===== config.mk =====
export PLATFORM = sky130hd
export DESIGN_NAME = pet_ce_gen
export DESIGN_NICKNAME = d
export VERILOG_FILES = /design/src/rtl/pet_clk_pkg.sv /design/src/rtl/pet_ce_div.sv /design/src/rtl/pet_ce_gen.sv
export SDC_FILE = /design/constraint.sdc
export NUM_CORES = 1
export LEC_CHECK = 0
export BUFFER_PORTS_ARGS = -buffer_cell sky130_fd_sc_hd__buf_2
export CORE_ASPECT_RATIO = 0.9
export CORE_UTILIZATION = 35
export DETAILED_ROUTE_END_ITERATION = 16
export GPL_ROUTABILITY_DRIVEN = 0
export GPL_TIMING_DRIVEN = 0
export PLACE_DENSITY = 0.54
export RECOVER_POWER = 100
export SYNTH_ARGS = -nofsm -noshare
export SYNTH_HDL_FRONTEND = slang
export SYNTH_SLANG_ARGS = --single-unit

===== constraint.sdc =====
create_clock -name clk -period 2.2 [get_ports clk]
set_input_delay 0.22 -clock clk [delete_from_list [all_inputs] [get_ports clk]]
set_output_delay 0.22 -clock clk [all_outputs]
set_load 0.03 [all_outputs]

===== src/rtl/pet_clk_pkg.sv =====
// pet_clk_pkg: shared constants and helpers
// for the PET clock-enable generator.
package pet_clk_pkg;

  localparam int DEF_BASE_DIV  = 56;
  localparam int DEF_TURBO_DIV = 3;
  localparam int DEF_PIX_DIV   = 8;

  typedef enum logic {
    STALL_DROP  = 1'b0,
    STALL_DEFER = 1'b1
  } stall_mode_e;

  function automatic int div_w(input int n);
    return $clog2(n + 1);
  endfunction

  function automatic int clamp_sel(
    input int s,
    input int n
  );
    return (s >= n) ? n - 1 : s;
  endfunction

endpackage


===== src/rtl/pet_ce_div.sv =====
// pet_ce_div: modulo-N counter with two registered
// compare enables and a hold-at-terminal input.
module pet_ce_div
  import pet_clk_pkg::*;
#(
  parameter int W = 6
) (
  input  logic         clk,
  input  logic         reset_n,
  input  logic [W-1:0] period,
  input  logic [W-1:0] cmp_a,
  input  logic [W-1:0] cmp_b,
  input  logic         hold,
  input  logic         kill,
  output logic         at_term,
  output logic         ce_a,
  output logic         ce_b
);

  logic [W-1:0] cnt;

  assign at_term = (cnt == period - W'(1));

  // advance, wrap at terminal unless held there
  always_ff @(posedge clk or negedge reset_n) begin
    if (!reset_n) begin
      cnt <= '0;
    end else if (at_term) begin
      if (!hold) cnt <= '0;
    end else begin
      cnt <= cnt + W'(1);
    end
  end

  // compare hits, registered; masked when held or killed
  always_ff @(posedge clk or negedge reset_n) begin
    if (!reset_n) begin
      ce_a <= 1'b0;
      ce_b <= 1'b0;
    end else begin
      ce_a <= (cnt == cmp_a) && !hold && !kill;
      ce_b <= (cnt == cmp_b) && !hold && !kill;
    end
  end

endmodule


===== src/rtl/pet_ce_gen.sv =====
// pet_ce_gen: pixel and CPU clock enables for the PET
// system clock domain, with speed, turbo and stall control.
module pet_ce_gen
  import pet_clk_pkg::*;
#(
  parameter  int BASE_DIV   = DEF_BASE_DIV,
  parameter  int NUM_SPEEDS = 4,
  parameter  int TURBO_DIV  = DEF_TURBO_DIV,
  parameter  int PIX_DIV    = DEF_PIX_DIV,
  parameter  int STALL_MODE = 1,
  parameter  int MIN_DIV    = 2,
  localparam int SEL_W      =
    (NUM_SPEEDS > 1) ? $clog2(NUM_SPEEDS) : 1,
  localparam int DIV_W      = div_w(BASE_DIV),
  localparam int PIX_W      = div_w(PIX_DIV)
) (
  input  logic             clk,
  input  logic             reset_n,
  input  logic [SEL_W-1:0] speed_sel,
  input  logic             turbo_req,
  input  logic             stall,
  output logic             ce_pix_p,
  output logic             ce_pix_n,
  output logic             ce_cpu,
  output logic [DIV_W-1:0] cur_period,
  output logic             stalled
);

  localparam stall_mode_e MODE =
    (STALL_MODE != 0) ? STALL_DEFER : STALL_DROP;
  localparam bit DEFER = (MODE == STALL_DEFER);

  int               req_i;
  logic [DIV_W-1:0] req;
  logic             cpu_term;
  logic             cpu_hold;
  logic             cpu_wrap;
  logic             pix_term_unused;
  logic             cpu_half_unused;

  assign cpu_hold = DEFER && stall;
  assign cpu_wrap = cpu_term && !cpu_hold;

  // free-running pixel divider, two phases
  pet_ce_div #(.W(PIX_W)) u_pix (
    .clk     (clk),
    .reset_n (reset_n),
    .period  (PIX_W'(PIX_DIV)),
    .cmp_a   ('0),
    .cmp_b   (PIX_W'(PIX_DIV / 2)),
    .hold    (1'b0),
    .kill    (1'b0),
    .at_term (pix_term_unused),
    .ce_a    (ce_pix_p),
    .ce_b    (ce_pix_n)
  );

  // CPU divider; enable sits on the terminal count
  pet_ce_div #(.W(DIV_W)) u_cpu (
    .clk     (clk),
    .reset_n (reset_n),
    .period  (cur_period),
    .cmp_a   (cur_period - DIV_W'(1)),
    .cmp_b   ('0),
    .hold    (cpu_hold),
    .kill    (stall),
    .at_term (cpu_term),
    .ce_a    (ce_cpu),
    .ce_b    (cpu_half_unused)
  );

  // requested period: turbo first, then speed table, floored
  always_comb begin
    req_i = BASE_DIV >> clamp_sel(int'(speed_sel), NUM_SPEEDS);
    if (turbo_req) req_i = TURBO_DIV;
    if (req_i < MIN_DIV) req_i = MIN_DIV;
    req = DIV_W'(req_i);
  end

  // period reload at boundaries only; stall flag
  always_ff @(posedge clk or negedge reset_n) begin
    if (!reset_n) begin
      cur_period <= DIV_W'(BASE_DIV);
      stalled    <= 1'b0;
    end else begin
      if (cpu_wrap) cur_period <= req;
      stalled <= cpu_term && stall;
    end
  end

endmodule


==> metrics.cfg <==
[timing]
grt_setup_unrepaired = false
worstMarginPinSlew_ns = 1.09
setup_viol = 0
max-slew-margin-rel_pct = 27.5
post-route-min-period_ns = 2.09
finalHoldViolations = 0
fmax_mhz = 478
skew_ns = 0.00565
hold_ws_ns = 0.219
tns_ns = 0
setup_slack_ns = 0.106
maxSlewViolCount = 0
fin_crit_sh_pct = 95.2

[floorplanning]
chipWidth_microns = 60.5
coreArea_sq_um = 2840
start_util_pct = 38.0
fp-row-count = 18
die_y_microns = 54.7
die_area_sq_um = 3310
io-pin-count = 16

[worst_setup_path]
arrival_ns = 2.33
cpPeakStageDelay_ns = 0.44
slowest_stage = dfrtp_2
worst_ep_required_time_ns = 2.44
critical_path.max_fanout = 7
crit_chain = inv_1, ha_1, xnor2_1, a21oi_1, a32oi_2, nor3_4, buf_12, mux2_4
crit_path_end_kind = flip-flop
startpoint_type = flip-flop
critPathKind = flip-flop to flip-flop

[place]
pre_cts_ws_ns = 0.0387
placedCellCount = 154
hpwl_microns = 1550
portBuffers = 15

[clock_network]
cts_buffers = 3
clkTransAtPathRegs_ns = 0.12
htree_levels = 1
cts_tree = built
clock_path_buffers = 2
insertion_delay_ns = 0.30
numClockSinks = 20
cts-root-buf = clkbuf_4

[grt]
grt.total_usage_pct = 14.4
grt_overflow_total = 0
grt_pass1_wl_microns = 3440
antenna_found_initial = 0
grt_pass1_vias = 768
grt_max_degree = 21

[worst_hold_path]
min_path_type = primary input to flip-flop

[cells_and_area]
drive_gt1_share_pct = 20.0
post_layout_nonfiller_instances = 160
nFillCells = 297
nets = 131
diodes = 0
syn_to_final_growth_pct = 18.2

[route]
via_per_inst = 4.98
ant_nets = 0
drt_first_pass_iters = 4
drc = 0
drt_iter0_markers = 21
vias = 797
wl_microns = 2040
post_drt_wl_per_cell_microns = 12.8

[synth]
yosys-top-cells-count = dfrtp_1 (17), inv_1 (11), nor2_1 (6), nor3_1 (6)
synth_flop_cell = dfrtp_1
ys_async_sr_fraction_pct = 100
synth_area_sq_um = 1080
synth_area_per_cell_sq_um = 10.9
synth_area_leaders = dfrtp_1 (39%), dfstp_2 (7.3%), ha_1 (4.6%)
syn_nets = 109
synth_edf_count = 0
ys_seq_area_share_pct = 46.8
yosysTopAreaCellShare_pct = 39.4
synth_most_common_cell = dfrtp_1
ys_ff_latch = 20
synth_warnings = 0
yosysUniqueCellTypes = 33
synthCells = 99
yosysTopAreaCell = dfrtp_1

[power]
leakage_uw = 0.000580
power_density_nw_per_um2 = 1390
switching_share_pct = 42.6
p_comb_share_pct = 48.9
p_sw_uw = 758
power.total_uw = 1780
seq_power_share_pct = 34.2
irDropWorstVdd_mv = 0.505
p_int_uw = 1020
power_frac_clock_pct = 16.9

[run]
max_cap_viol_count = 0

[run_status]
outcome = complete, no violations

[metal layers]
layer / GRT usage, % / up-vias / wire [microns] / share of wire [%]
met5: 0 / - / 0 / 0
met4: 3.41 / 0 / 15 / 0.73
met3: 4.26 / 2 / 67 / 3.3
met2: 25.5 / 14 / 1030 / 50
met1: 17.3 / 389 / 927 / 45
li1: - / 392 / - / -
[cells by family (layout without fill, tap and decap cells)]
| group | Yosys count | in the layout | share of synthesized area [%] |
|---|---|---|---|
| and+or+nand+nor | 28 | 28 | 13.8 |
| adders and majority gates | 4 | 4 | 4.64 |
| buffers and inverters | 12 | 33 | 4.52 |
| AOI/OAI and AO/OA | 18 | 18 | 13.5 |
| muxes | 8 | 8 | 8.82 |
| DFF | 20 | 20 | 46.8 |
| xor gates and xnor gates | 9 | 9 | 8.00 |
[state kept, by name, summed over array words and instances, names as in the netlist]
register,flops
u_pix.ce_a,1
u_cpu.cnt,6
cur_period,6
u_pix.cnt,4
u_cpu.ce_a,1
u_pix.ce_b,1
stalled,1
[layout by cell type, fill, tap and decap left out, types with 4 or more instances in the layout]
master     n
a21oi_1    4
nor2_1     6
nand2_1    4
buf_2      5
xor2_1     4
mux2i_1    5
nand3_1    5
inv_1     11
clkbuf_1  10
dfrtp_1   16
nor3_1     6
ha_1       4
xnor2_1    4
[repair_timing]
action                     CTS  global route
resized for setup            0             1
setup buffers                0             1
hold buffers                 1             0
setup endpoints to repair    0             6
hold endpoints to repair    17             0
[worst paths after layout]
check                                           from                         to  slack [ns]  cells after the start
setup / recovery           cur_period[0]$_DFFE_PN0P_  cur_period[4]$_DFFE_PN1P_        0.11                      8
hold / removal                                 stall   u_cpu.cnt[1]$_DFFE_PN0P_        0.22                      3
setup reg to reg           cur_period[0]$_DFFE_PN0P_  cur_period[4]$_DFFE_PN1P_        0.11                      8
hold reg to reg               u_pix.cnt[3]$_DFF_PN0_       u_pix.ce_a$_DFF_PN0_        0.50                      1
max in group asynchronous                    reset_n  cur_period[0]$_DFFE_PN0P_        0.86                      2
min in group asynchronous                    reset_n  cur_period[2]$_DFFE_PN0P_        0.62                      2
[area by class of cell]
type                    count  area [sq um]  share of cell area [%]
multi-input cells          67           526                    41.2
clock buffers               3          22.5                    1.77
repair buffers             17          92.6                    7.26
plain buffers               1          7.51                   0.589
clock inverters             1          30.0                    2.36
well taps                  40          50.0                    3.93
flip-flops and latches     20           505                    39.6
inverters                  11          41.3                    3.24
[worst max-delay path: cells and delay by family (launching register included)]
kind                       cells  cell delay [ns]
DFF                            1             0.44
AOI/OAI and AO/OA              2             0.40
muxes                          1             0.30
and+or+nand+nor                1             0.27
adders and majority gates      1             0.24
buffers and inverters          2             0.23
xor gates and xnor gates       1             0.14
[through the flow]
stage	util, %	cell area [sq um]
final	44.9	1270
after global routing	44.9	1270
after CTS	44.6	1270
after detailed placement	42.4	1200
after global placement	42.4	1200
after floorplan	-	1080
[power by group through the flow]
| stage | Combinational, uW | Clock [uW] | Sequential, uW |
|---|---|---|---|
| floorplan | 593 | 0 | 689 |
| global placement | 845 | 0 | 610 |
| detailed placement | 865 | 0 | 617 |
| CTS | 872 | 312 | 608 |
| global route | 964 | 330 | 627 |
| finish | 869 | 300 | 609 |
No activity file was read; power rests on OpenSTA's default activity.
